==> src/rtl/alu_ffec32.sv <==
// alu_ffec32 -- combinational four-function ALU feeding a loadable register.
//
// The ALU computes R from X and Y with no latency. Z is high exactly when R is
// zero. The register Q loads either R or the external data D on a rising clock
// edge when En is high. Qn is always the bitwise complement of Q.
//
// Ports:
//   Clk   in   1      rising-edge clock for the register
//   Clrn  in   1      asynchronous active-low clear of the register
//   X     in   WIDTH  ALU operand A
//   Y     in   WIDTH  ALU operand B
//   Aluc  in   2      ALU operation: 00 add, 01 subtract, 10 and, 11 or
//   D     in   WIDTH  external register load data
//   Sel   in   1      register source: 0 = R, 1 = D
//   En    in   1      register load enable
//   R     out  WIDTH  ALU result (combinational)
//   Z     out  1      zero flag of R (combinational)
//   Q     out  WIDTH  registered value
//   Qn    out  WIDTH  complement of Q
module alu_ffec32 #(
  parameter int WIDTH = 32
) (
  input  logic             Clk,
  input  logic             Clrn,
  input  logic [WIDTH-1:0] X,
  input  logic [WIDTH-1:0] Y,
  input  logic [1:0]       Aluc,
  input  logic [WIDTH-1:0] D,
  input  logic             Sel,
  input  logic             En,
  output logic [WIDTH-1:0] R,
  output logic             Z,
  output logic [WIDTH-1:0] Q,
  output logic [WIDTH-1:0] Qn
);

  localparam logic [1:0] OP_ADD = 2'b00;
  localparam logic [1:0] OP_SUB = 2'b01;
  localparam logic [1:0] OP_AND = 2'b10;
  localparam logic [1:0] OP_OR  = 2'b11;

  logic [WIDTH-1:0] r_d;
  logic [WIDTH-1:0] q_d;
  logic [WIDTH-1:0] q_q;

  // Add and subtract are kept to WIDTH bits, so the carry/borrow is dropped
  // and results wrap modulo 2^WIDTH.
  always_comb begin
    r_d = '0;
    case (Aluc)
      OP_ADD:  r_d = X + Y;
      OP_SUB:  r_d = X - Y;
      OP_AND:  r_d = X & Y;
      OP_OR:   r_d = X | Y;
      default: r_d = '0;
    endcase
  end

  // Next register value: load from D or the current ALU result, else hold.
  always_comb begin
    q_d = q_q;
    if (En) begin
      q_d = Sel ? D : r_d;
    end
  end

  always_ff @(posedge Clk or negedge Clrn) begin
    if (!Clrn) begin
      q_q <= '0;
    end else begin
      q_q <= q_d;
    end
  end

  assign R  = r_d;
  assign Z  = (r_d == '0);
  assign Q  = q_q;
  // Derived from the flop rather than stored separately, so Qn tracks Q
  // through reset as well.
  assign Qn = ~q_q;

endmodule

==> config.mk <==
export PLATFORM = sky130hd
export DESIGN_NAME = alu_ffec32
export DESIGN_NICKNAME = d
export VERILOG_FILES = /design/src/rtl/alu_ffec32.sv
export SDC_FILE = /design/constraint.sdc
export NUM_CORES = 1
export LEC_CHECK = 0
export BUFFER_PORTS_ARGS = -buffer_cell sky130_fd_sc_hd__buf_2
export CAP_MARGIN = 5
export CORE_ASPECT_RATIO = 0.6
export CORE_UTILIZATION = 50
export CTS_CLUSTER_SIZE = 14
export DETAILED_ROUTE_END_ITERATION = 8
export GPL_TIMING_DRIVEN = 0
export PLACE_DENSITY = 0.82
export SETUP_SLACK_MARGIN = 0.5
export SLEW_MARGIN = 5
export SYNTH_ARGS = -nofsm -noshare
export SYNTH_HDL_FRONTEND = slang
export SYNTH_SLANG_ARGS = --single-unit
==> constraint.sdc <==
create_clock -name Clk -period 6.95 [get_ports Clk]
set_clock_uncertainty 0.15 [all_clocks]
set_input_delay 0.3475 -clock Clk [delete_from_list [all_inputs] [get_ports Clk]]
set_output_delay 0.3475 -clock Clk [all_outputs]
set_load 0.01 [all_outputs]
# Yosys cells after proc, flatten, opt, wreduce, memory -nomap -nowiden
# Index checks and enable logic that the tools add are counted.
# Widths: inputs -> output; s select.
# word_totals
regBits	32
latch_bits	0
mem_bits_rw	0
mem_bits_ro	0
inputBits	102
output_inout_bits	97
wordCells	13
mem_count	0
# op_classes
n_addsub	2
n_mul	0
div	0
order_cmp	0
n_eq_ne	3
n_shift	0
n_mux	2
n_bitwise	3
reduce_logical	2
# op_table
op	n
$pmux 32 s4	1
$add 32x32->32	1
$and 32x32->32	1
$logic_not 32->1	1
$mux 32	1
$not 32->32	1
$or 32x32->32	1
$sub 32x32->32	1
$eq 2x2->1 const B	2
$eq 2x1->1 const B	1
$logic_not 2->1	1

# Longest topological paths before layout
# depth
ltp_word	3
mapped_depth	20
depth_no_buf	19

# Worst setup path after synthesis
# OpenSTA, ideal clock, no wires.
# synth_timing
kind	input port to output port
from	input Aluc[0]
to	output Z
arrival_ns	4.798
t_required_ns	6.452
slack_ns	1.655
cell_stages	18
n_path_buf	5
path_cell_list	clkbuf_1 > buf_1 > clkbuf_1 > buf_1 > nor2b_1 > clkbuf_1 > mux2i_1 > ha_1 > nor2b_1 > o2111ai_1 > nand2_1 > a221o_1 > a31oi_1 > xor2_1 > o21ai_0 > or4_1 > nor4_1 > and4bb_1
# synth_between
elab_chain_len	3
elab_cells_between_ends	6
cone_classes	3 x eq/ne; 1 x mux; 2 x reduce/logical
# synth_rtl
element	line	source
from (decl)	27	input logic [1:0] Aluc,
$eq 2x2->1, or another cell as far along	50	case (Aluc)
$pmux 32 s4 (*)	50	
via R[17]	31	output logic [WIDTH-1:0] R,
$logic_not 32->1 (*)	76	assign Z = (r_d == '0);
to (decl)	32	output logic Z,
# Mark *: on every way through the listed nets, which the timed path passes. The rest lies on a longest branch.

# Worst setup path after layout
# layout_timing
from	input Aluc[0]
to	output Z
# layout_between
elab_chain_len	3
elab_cells_between_ends	6
cone_classes	3 x eq/ne; 1 x mux; 2 x reduce/logical
# layout_rtl
element	line
$eq 2x2->1, or another cell as far along	50
$pmux 32 s4 (*)	50
$logic_not 32->1 (*)	76
# Mark *: on every way between the ends. The rest lies on a longest branch, timed or not.

==> impl_metrics.yaml <==
power:
  p_leak_nw: 3.02
  peakVddDrop_mv: 0.143
  p_total_w: 0.00116
  p_per_area_nw_per_um2: 186
synthesis:
  syn-cell-area_um2: 4920
  synth_cells: 662
  synth_top_cell_by_area: "dfrtp_1"
  avgSynthCellArea_um2: 7.44
  synth_area_leaders: "dfrtp_1, ha_1, o21ai_0, maj3_1, a21oi_1"
  seq_area_frac_synth: 0.163
  synthDistinctLibCells: 76
  synth_ff_type: "dfrtp_1"
  async_flop_share: 1.00
  synth_most_common_cell: "o21ai_0"
  synth_top_area_frac: 0.163
  synthTopCellsByCount: "o21ai_0, nand2_1, inv_1"
  synth.ff_latch_count: 32
  synth_enable_flop_cells: 0
  synth_fp_nets: 799
  yosysWarnings: 0
timing:
  final-max-slew-violation-count: 0
  worstMarginPinSlew_ps: 981
  final-setup-viol-count: 0
  hold_violations: 0
  slew_headroom: 0.339
  fmax_mhz: 157
  rsz0062_at_grt: "no"
  period_needed_ps: 6370
  layout_worst_path_cycle_share: 0.916
  fin_setup_tns_ps: 0
  timing.final.ws_setup_ps: 583
  fin_hold_ws_ps: 217
min_path:
  hold_path_class: "input pin to flip-flop"
  hold_depth: 3
  holdPathEnd: "Q[31]"
  worstHoldStart: "D[31]"
worst_setup_path:
  r2r-end: "Q[30]"
  cp_data_required_time_ps: 6450
  path_max_fanout: 10
  reg2reg_from: "Q[30]"
  end_kind: "primary output"
  arrival_ps: 5870
  critical_path_class: "input pin to primary output"
  cp-start-kind: "input pin"
  ff2ff_setup_slack_ps: 5930
  r2r_cells: 3
finish:
  multiInputGateArea_um2: 3740
  final_cell_area_um2: 6270
  regArea_um2: 801
  diodes: 0
  nFillCells: 824
  largest_reg_flops: 32
  num-nets-final: 1003
  area_delta_synth_final_pct: 27.3
  drive_above_1_share: 0.281
floorplanning:
  pin_count: 199
  fp.coreArea_um2: 9360
  start_util: 0.526
  fp-row-count: 27
  die_area_um2: 10300
  fp.dieW_um: 130
  die_h_um: 78.9
global_routing:
  busiest_layer: "met2"
  use_met2: 0.560
  antenna_found_initial: 0
  grtUsageMet3: 0.0701
  gr-total-overflow: 0
  grt_pass1_wl_um: 28900
  grt_pass1_vias: 5592
  grt_max_degree: 33
  grt_use_met1: 0.522
  grt_use_total: 0.368
job:
  drv_cap: 0
detailed_routing:
  ant_nets: 0
  drt_iter0_markers: 567
  wl_per_cell_um: 19.3
  first_pass_iters: 5
  vias: 6152
  routed_wl_um: 19200
  route.detailed.drc: 0
  vias_per_cell: 6.17
clock_network:
  clkTransAtPathRegs_ps: 50
  cts_setup_buffers: 0
  clock_latency_ps: 270
  cts_tree: "done"
  cts_buffer_depth: 2
  cts-root-buf: "clkbuf_16"
  clock_sinks: 32
  htreeDepth: 2
  cts_buffers: 5
placed_design:
  gp_congestion: 1.06
  dpl_cell_area_um2: 6070
  hpwl_um: 16000
  place_ws_ps: -393
  port-buffer-count: 196
run_status:
  status: "finished clean"
-- through the flow --
step | util | instances
finish | 0.670 | 997
global route | 0.670 | 997
CTS | 0.670 | 997
detailed placement | 0.648 | 988
global placement | 0.648 | 988
floorplan | - | 662
-- worst max path at each step --
stage / end / cells past startpoint / startpoint
global route: Z / 21 / Aluc[0]
global placement: Z / 20 / Aluc[0]
CTS: Z / 21 / Aluc[0]
finish: Z / 21 / Aluc[0]
detailed placement: Z / 20 / Aluc[0]
floorplan: Z / 18 / Aluc[0]
-- per-layer routing --
layer | part of all wire | up-vias
li1 | - | 2812
met1 | 0.44 | 2886
met2 | 0.42 | 405
met3 | 0.12 | 49
met4 | 0.020 | 0
met5 | 0 | -
-- worst max-delay path, cell delays in order --
cell and delay [ps]:
buf_2 120, clkbuf_2 290, buf_2 350, clkbuf_2 330
clkbuf_2 320, nor2b_1 220, clkbuf_2 300, a31oi_1 110
xnor2_1 170, ha_1 420, a21oi_1 130, o21ai_1 410
nor3_1 120, a211oi_1 550, o221ai_1 350, xnor2_1 200
mux2i_1 330, inv_1 140, nor4_1 300, and4bb_1 230
buf_2 130
-- timing repair --
item / in CTS / in global routing
gates resized for setup: 5 / 4
hold endpoints to repair: 32 / 0
pin swaps: 0 / 0
hold buffers: 1 / 0
endpoints found under the setup margin: 7 / 2
-- power breakdown --
group | leakage [nW] | internal (W) | switching, W | total [W]
sequential | 0.385 | 0.000213 | 0.0000142 | 0.000227
combinational | 2.54 | 0.000257 | 0.000418 | 0.000674
clock | 0.0901 | 0.000188 | 0.0000735 | 0.000262
total | 3.02 | 0.000658 | 0.000505 | 0.00116
-- cell type report --
cell class / instances / share of cell area
multi-input combinational: 541 / 0.597
buffer: 30 / 0.0269
tap: 130 / 0.0259
inverter: 59 / 0.0353
clock buffer: 7 / 0.0244
timing repair buffer: 197 / 0.158
sequential: 32 / 0.128
clock inverter: 1 / 0.00479
-- cells by family (layout without fill, tap and decap cells) --
kind of cell / count (synthesis) / in the layout / share of synthesized area
flip-flops: 32 / 32 / 0.163
adder cells (fa/ha/maj): 62 / 62 / 0.145
AND/OR/NAND/NOR: 206 / 206 / 0.230
multiplexers: 8 / 8 / 0.0165
buffers and inverters: 89 / 294 / 0.0777
AO/OA/AOI/OAI: 215 / 215 / 0.279
XOR/XNOR: 50 / 50 / 0.0889
-- cells in the final DEF (no fill, tap or decap), types with 24 or more instances in the layout --
cell type / netlist / layout
nor2_1: 34 / 34
xnor2_1: 27 / 27
inv_1: 59 / 59
maj3_1: 27 / 27
ha_1: 34 / 34
dfrtp_1: 32 / 32
a21oi_1: 52 / 52
nand2_1: 60 / 60
nand2b_1: 24 / 24
o21ai_0: 71 / 69
buf_2: 3 / 200
No activity file was read; power rests on OpenSTA's default activity.
